## src/rtl/iir_sos_cascade.sv

```systemverilog
// Cascade of Direct Form I biquad sections time-sharing one multiplier/accumulator.
// Coefficients (b0,b1,b2,a1,a2 per section) are run-time writable; a0 is implicitly 1.0.
module iir_sos_cascade #(
  parameter int Ndint  = 3,
  parameter int Ndfrac = 22,
  parameter int Ncint  = 4,
  parameter int Ncfrac = 14,
  parameter int Nsec   = 4,
  parameter int Nguard = 3
) (
  input  logic                          clk,
  input  logic                          rst,
  input  logic                          in_valid,
  output logic                          in_ready,
  input  logic [Ndint+Ndfrac-1:0]       d_in,
  output logic                          out_valid,
  output logic [Ndint+Ndfrac-1:0]       d_out,
  output logic                          sat_flag,
  input  logic                          clear,
  input  logic                          coef_we,
  input  logic [$clog2(5*Nsec)-1:0]     coef_addr,
  input  logic [Ncint+Ncfrac-1:0]       coef_data,
  output logic                          coef_err
);

  localparam int DW   = Ndint + Ndfrac;
  localparam int CW   = Ncint + Ncfrac;
  localparam int NC   = 5 * Nsec;
  localparam int AW   = $clog2(NC);
  localparam int SW   = (Nsec > 1) ? $clog2(Nsec) : 1;
  localparam int ACCW = Ndint + Ncint + Nguard + Ndfrac + Ncfrac;
  localparam int RW   = ACCW - Ncfrac;

  localparam logic [CW-1:0]          COEF_ONE = {{(CW-1){1'b0}}, 1'b1} << Ncfrac;
  localparam logic signed [ACCW-1:0] HALF     = {{(ACCW-1){1'b0}}, 1'b1} << (Ncfrac - 1);
  localparam logic [DW-1:0]          DMAX     = {1'b0, {(DW-1){1'b1}}};
  localparam logic [DW-1:0]          DMIN     = {1'b1, {(DW-1){1'b0}}};

  typedef enum logic [1:0] {IDLE, MAC, SAT, DONE} state_t;

  state_t                  state;
  logic [SW-1:0]           sec;
  logic [2:0]              k;
  logic signed [ACCW-1:0]  acc;
  logic signed [DW-1:0]    x_cur;
  logic signed [DW-1:0]    x1 [Nsec];
  logic signed [DW-1:0]    x2 [Nsec];
  logic signed [DW-1:0]    y1 [Nsec];
  logic signed [DW-1:0]    y2 [Nsec];
  logic signed [CW-1:0]    coef [NC];
  logic                    sat_any;
  logic                    pend_we;
  logic [AW-1:0]           pend_addr;
  logic [CW-1:0]           pend_data;

  logic [AW-1:0]           cidx;
  logic signed [DW-1:0]    opd;
  logic signed [ACCW-1:0]  prod_ext;
  logic signed [ACCW-1:0]  rnd;
  logic [RW-1:0]           rsh;
  logic                    ovf;
  logic signed [DW-1:0]    res;
  logic                    accept;
  logic                    coef_ok;

  always_comb begin
    cidx = AW'(5 * int'(sec) + int'(k));
    case (k)
      3'd0:    opd = x_cur;
      3'd1:    opd = x1[sec];
      3'd2:    opd = x2[sec];
      3'd3:    opd = y1[sec];
      default: opd = y2[sec];
    endcase
    // Full product always fits in the accumulator width, so the wide multiply is exact.
    prod_ext = ACCW'(opd) * ACCW'(coef[cidx]);
    rnd      = acc + HALF;
    rsh      = RW'(rnd >>> Ncfrac);
    ovf      = !((&rsh[RW-1:DW-1]) || !(|rsh[RW-1:DW-1]));
    res      = ovf ? (rsh[RW-1] ? DMIN : DMAX) : rsh[DW-1:0];
    accept   = in_valid && in_ready && !clear;
    coef_ok  = in_ready && (int'(coef_addr) < NC);
  end

  always_ff @(posedge clk or posedge rst) begin
    if (rst) begin
      state     <= IDLE;
      sec       <= '0;
      k         <= '0;
      acc       <= '0;
      x_cur     <= '0;
      in_ready  <= 1'b1;
      out_valid <= 1'b0;
      d_out     <= '0;
      sat_flag  <= 1'b0;
      sat_any   <= 1'b0;
      coef_err  <= 1'b0;
      pend_we   <= 1'b0;
      pend_addr <= '0;
      pend_data <= '0;
      for (int s = 0; s < Nsec; s++) begin
        x1[s] <= '0;
        x2[s] <= '0;
        y1[s] <= '0;
        y2[s] <= '0;
      end
      for (int i = 0; i < NC; i++) begin
        coef[i] <= (i % 5 == 0) ? COEF_ONE : '0;
      end
    end else begin
      out_valid <= 1'b0;
      coef_err  <= 1'b0;

      // A write landing with an accept is deferred so that sample sees the old value.
      if (coef_we) begin
        if (!coef_ok) begin
          coef_err <= 1'b1;
        end else if (accept) begin
          pend_we   <= 1'b1;
          pend_addr <= coef_addr;
          pend_data <= coef_data;
        end else begin
          coef[coef_addr] <= coef_data;
        end
      end

      if (clear) begin
        state    <= IDLE;
        in_ready <= 1'b1;
        sat_any  <= 1'b0;
        sec      <= '0;
        k        <= '0;
        for (int s = 0; s < Nsec; s++) begin
          x1[s] <= '0;
          x2[s] <= '0;
          y1[s] <= '0;
          y2[s] <= '0;
        end
        if (pend_we) begin
          coef[pend_addr] <= pend_data;
          pend_we         <= 1'b0;
        end
      end else begin
        case (state)
          IDLE, DONE: begin
            if (accept) begin
              x_cur    <= d_in;
              in_ready <= 1'b0;
              sec      <= '0;
              k        <= '0;
              sat_any  <= 1'b0;
              state    <= MAC;
            end else begin
              state <= IDLE;
            end
          end
          MAC: begin
            if (k == 3'd0)      acc <= prod_ext;
            else if (k < 3'd3)  acc <= acc + prod_ext;
            else                acc <= acc - prod_ext;
            if (k == 3'd4) state <= SAT;
            else           k     <= k + 3'd1;
          end
          SAT: begin
            x2[sec] <= x1[sec];
            x1[sec] <= x_cur;
            y2[sec] <= y1[sec];
            y1[sec] <= res;
            x_cur   <= res;
            k       <= '0;
            if (int'(sec) == Nsec - 1) begin
              state     <= DONE;
              out_valid <= 1'b1;
              d_out     <= res;
              sat_flag  <= sat_any | ovf;
              in_ready  <= 1'b1;
              if (pend_we) begin
                coef[pend_addr] <= pend_data;
                pend_we         <= 1'b0;
              end
            end else begin
              sat_any <= sat_any | ovf;
              sec     <= sec + 1'b1;
              state   <= MAC;
            end
          end
          default: state <= IDLE;
        endcase
      end
    end
  end

endmodule

```

## config.mk

```make
export PLATFORM = sky130hd
export DESIGN_NAME = iir_sos_cascade
export DESIGN_NICKNAME = d
export VERILOG_FILES = /design/src/rtl/iir_sos_cascade.sv
export SDC_FILE = /design/constraint.sdc
export NUM_CORES = 2
export LEC_CHECK = 0
export ABC_AREA = 1
export BUFFER_PORTS_ARGS = -buffer_cell sky130_fd_sc_hd__buf_4
export CAP_MARGIN = 20
export CELL_PAD_IN_SITES_DETAIL_PLACEMENT = 1
export CELL_PAD_IN_SITES_GLOBAL_PLACEMENT = 1
export CORE_UTILIZATION = 54
export CTS_BUF_LIST = sky130_fd_sc_hd__clkbuf_8
export CTS_CLUSTER_SIZE = 40
export DETAILED_ROUTE_END_ITERATION = 6
export PLACE_DENSITY_LB_ADDON = 0.1
export SYNTH_ARGS = -nofsm -noshare
export SYNTH_HDL_FRONTEND = slang
export SYNTH_SLANG_ARGS = --single-unit
```

## constraint.sdc

```tcl
create_clock -name clk -period 54.1 [get_ports clk]
set_input_delay 13.525 -clock clk [delete_from_list [all_inputs] [get_ports clk]]
set_output_delay 13.525 -clock clk [all_outputs]
set_load 0.02 [all_outputs]
```

Word level (Yosys, flattened, before mapping)
Cells that the tools add are included.
Widths: inputs -> output; s select.
{ "op_classes": {"add_sub_neg": 6, "mul": 2, "div": 0, "n_lt_le_gt_ge": 9, "eq_ne": 14, "n_shift": 0, "n_mux": 81, "n_bitwise": 6, "reduce_logical": 25} }
{ "ops": {"columns": ["operator", "count"], "rows": [
  ["$mux 360", 7],
  ["$mux 100", 8],
  ["$bwmux 360", 2],
  ["$bwmux 100", 4],
  ["$mux 25", 12],
  ["$bmux 25 s2", 4],
  ["$demux 18 s5", 2],
  ["$pmux 25 s4", 1],
  ["$mux 46", 2],
  ["$bmux 18 s5", 1],
  ["$mux 18", 4],
  ["$demux 25 s2", 1],
  ["$pmux 25 s2", 1],
  ["$add 46x15->46 const B", 1],
  ["$add 46x43->46", 1],
  ["$sub 46x43->46", 1],
  ["$mul 25x18->43", 1],
  ["$ge 6x6->1 const B", 3],
  ["$mux 1", 18],
  ["$not 5->6", 3],
  ["$ne 3x3->1 const B", 5],
  ["$reduce_and 3->1", 5],
  ["$lt 6x1->1 const B", 2],
  ["$mux 2", 6],
  ["other kinds (33)", 48]
]} }
{ "word_totals": {"reg_bits": 892, "latchBits": 0, "mem_bits_rw": 0, "mem_bits_ro": 0, "in_bits": 53, "out_inout_bits": 29, "n_memories": 0} }

Depth between registers and ports, before layout
{ "depth": {"ltp_word": 14, "ltp_mapped": 63} }

Least setup slack after synthesis
No wires, ideal clock.
{ "synth_timing": {"path_type": "input to register", "start": "input port clear", "end": "register x1[20] (netlist name)", "arrival_time_ns": 15.192, "t_required_ns": 54.004, "setup_slack_ns": 38.812, "stages": 8, "n_path_buf": 5, "path_cell_list": "clkbuf_1 > nor2_1 > clkbuf_1 > clkbuf_1 > clkbuf_1 > clkbuf_1 > nand2_1 > o31ai_1"} }
{ "synth_between": {"elab_chain_len": 1} }
{ "synth_rtl": {"columns": ["item", "line_no", "rtl"], "rows": [
  ["start: declaration", "19", "input logic clear,"],
  ["$mux 100 / $reduce_bool 2->1 (equally long branches)", null, null],
  ["end signal: indexed assignment", "166", "x1[sec] <= x_cur;"],
  ["end: declaration", "46", "logic signed [DW-1:0] x1 [Nsec];"]
]} }
Parallel ways exist; a longest one is shown, timed or not.
A chain may end at the register's enable or synchronous reset.

Final worst setup path
{ "layout_timing": {"start": "input port clear", "end": "register coef[60] (netlist name)"} }
{ "layout_between": {"elab_chain_len": 10} }
{ "layout_rtl": {"columns": ["item", "line_no", "rtl"], "rows": [
  ["$logic_not 1->1", "81", "accept = in_valid && in_ready && !clear;"],
  ["$logic_and 1x1->1", "81", null],
  ["$mux 360", "118", "end else if (accept) begin"],
  ["$mux 360", "116", "if (!coef_ok) begin"],
  ["$mux 360", "115", "if (coef_we) begin"],
  ["$bwmux 360", "140, 178", null],
  ["$mux 360", "139, 177", null],
  ["$mux 360", "171", "if (int'(sec) == Nsec - 1) begin"],
  ["$mux 360", "144", "case (state)"],
  ["$mux 360 (*)", "127", "if (clear) begin"],
  ["end signal: indexed assignment", "123", "coef[coef_addr] <= coef_data;"],
  ["end signal: indexed assignment", "140", "coef[pend_addr] <= pend_data;"],
  ["end signal: indexed assignment", "178", "coef[pend_addr] <= pend_data;"],
  ["end: declaration", "50", "logic signed [CW-1:0] coef [NC];"]
]} }
Mark *: on every way between the ends. The rest lies on a longest branch, timed or not.

==> metrics.yaml <==
clock_tree:
  cts_buffer_depth: 3
  clk_latency_ps: 930
  cts_tree: "done"
  postCtsSetupBuffers: 0
  clock_sinks: 892
  numCtsBuffers: 163
  cts_hold_buf: 0
  root_buffer: "clkbuf_8"
  cts_resized: 0
  h-tree-depth: 4
  clk_pin_slew_worst_paths_ps: 60
floorplan:
  start_util_pct: 54.6
  core_um2: 120000
  dieArea_um2: 123000
  io_pins: 82
  die_y_um: 351
  row_count: 127
  die_w_um: 351
route:
  drc: 0
  drtIter0Drc: 6488
  wire_per_inst_um: 25.6
  num_vias: 64601
  routed_via_density: 6.30
  dr.pass1.iters: 5
  ant_nets: 0
  drt_wl_total_mm: 262
synthesis:
  synth_simple_gate_area_share_pct: 17.7
  synthMuxAreaShare_pct: 0
  yosys-top-cells-area: "dfrtp_1, fa_1, nand2_1"
  synth_top_family_by_area: "compound AO/OA/AOI/OAI gates"
  yosysMostFrequentCell: "nand2_1"
  yosys_warnings: 0
  synth_area_per_cell_um2: 7.60
  ys_types: 58
  synthTopCellsByCount: "nand2_1, inv_1, dfrtp_1"
  synth_edf_count: 0
  mappedNetlistArea_um2: 65700
  synth_top_area_cell: "dfrtp_1"
  syn_inst: 8643
  postSynth.asyncResetShare_pct: 100
  ys_seq_area_share_pct: 34.0
  yosysTopAreaCellShare_pct: 33.8
  synth_compound_area_share_pct: 18.3
  synth-xor-area-share_pct: 1.37
  ys_seq_elements: 892
  synth_ff_type: "dfrtp_1"
  synth_fa_ha_area_share_pct: 16.8
  syn-num-nets: 9310
final_layout:
  finish.net_count: 9187
  drive_gt1_share_pct: 6.05
  area_growth_pct: 8.00
setup_path:
  critical_path_class: "in -> reg"
  worstPathMaxFanout: 29
  critPathRequiredTime_ps: 54850
  cp_cell_sequence: "buf_4, nor2_1, inv_1, nand4_1, nor2_1, clkinv_1, nand2_1, nand2_1, o22ai_1, inv_1"
  slowest_stage: "clkinv_1"
  cpPeakStageDelay_ps: 920
  cp-start-kind: "input pin"
  worst_ep_arrival_time_ps: 16860
  reg2regPathDepth: 43
  endpoint_kind: "flop"
sta:
  rsz0062_at_grt: "false"
  worstMarginPinSlew_ps: 1220
  setup_viol: 0
  period_share_pct: 29.8
  layout_min_cycle_time_ps: 16110
  fin_worst_skew_ps: 71.8
  fmax_ghz: 0.0621
  slew_violations: 0
  slew_headroom_pct: 17.3
  hold_viol: 0
  tns_ps: 0
hold_path:
  hold_path.class: "reg -> reg"
  hold_depth: 2
grt:
  first_global_vias: 69133
  grt.total_usage_pct: 42.9
  grt_pass1_wl_mm: 403
  antenna_found_initial: 7
  overflow: 0
  grt_max_degree: 184
outcome:
  outcome: "complete, no violations"
placement:
  dp_hpwl_mm: 179
  gp_congestion: 0.959
  port_buffers: 81
flow_run:
  cap_violations: 0
area by class of cell:
type / count / area, µm²
Tap cell: 1612 / 2020
Inverter: 1568 / 5900
Timing Repair Buffer: 202 / 1670
Fill cell: 15258 / 49300
Sequential cell: 892 / 22300
Clock buffer: 198 / 2730
Antenna cell: 2 / 5.00
Multi-Input combinational cell: 5693 / 35700
Clock inverter: 80 / 581
through the flow:
step / worst slack, ps / hold slack, ps / util, % / area (µm²) / std cells
after floorplan: 15510 / 449 / - / 65700 / 8643
after global placement: 37410 / 464 / 56.1 / 67500 / 9959
after detailed placement: 37330 / 468 / 56.2 / 67600 / 9960
after CTS: 38160 / 484 / 58.9 / 70900 / 10238
after global routing: 37810 / 507 / 59.0 / 71000 / 10246
final: 37990 / 483 / 59.0 / 71000 / 10247
cells by family (layout without fill, tap and decap cells):
group           after synthesis  in the layout
simple gates               2888           2888
fa+ha+maj                   614            614
buf+inv                    2058           2048
xor+xnor                    103            103
other cells                   0              2
flops                       892            892
compound gates             2088           2088
worst max-delay path, delay by kind of cell:
| family | cells | cell delay (ps) |
|---|---|---|
| AO/OA/AOI/OAI | 1 | 150 |
| AND/OR/NAND/NOR | 5 | 1530 |
| buffers and inverters | 4 | 1640 |
layer usage:
| metal | wire length, µm | global-route usage (%) | vias to the layer above |
|---|---|---|---|
| li1 | - | - | 27606 |
| met1 | 101000 | 53.3 | 32868 |
| met2 | 121000 | 68.3 | 3131 |
| met5 | 63 | 0 | - |
| met3 | 22000 | 8.30 | 986 |
| met4 | 18500 | 28.1 | 10 |
sequential cells by signal (all words and copies together), names as in the netlist:
| register | count |
|---|---|
| state | 2 |
| sec | 2 |
| y2 | 100 |
| y1 | 100 |
| sat_flag | 1 |
| sat_any | 1 |
| pend_data | 18 |
| pend_we | 1 |
| in_ready | 1 |
| x1 | 100 |
| x_cur | 25 |
| d_out | 25 |
| k | 3 |
| acc | 46 |
| coef_err | 1 |
| pend_addr | 5 |
| x2 | 100 |
| coef | 360 |
| out_valid | 1 |
layout by cell type (no fill, tap or decap), types with 24 or more instances in the layout:
cell type	instances
a31oi_1	28
a22oi_1	47
o22ai_1	414
dfrtp_1	885
xor2_1	82
o21ai_1	25
o31ai_1	27
nand3_1	348
ha_1	167
o32ai_1	53
a32oi_1	44
a21oi_1	492
inv_1	1580
fa_1	444
nand2_1	1701
clkbuf_8	198
o311ai_0	24
nor3_1	33
o211ai_1	54
nor2_1	702
o21ai_0	793
buf_4	189
nand4_1	41
worst paths after layout:
kind	start	endpoint	slack (ps)
max	clear	coef[60]	37990
min	d_out[12]	d_out[12]	480
max reg2reg	sec[1]	acc[45]	40150
min reg2reg	d_out[12]	d_out[12]	480
max in group asynchronous	rst	pend_data[4]	38200
min in group asynchronous	rst	y1[60]	12710
Power is left out: the tool's default activity adds up to more than one toggle a clock period on the data nets, which glitch-free logic cannot reach.
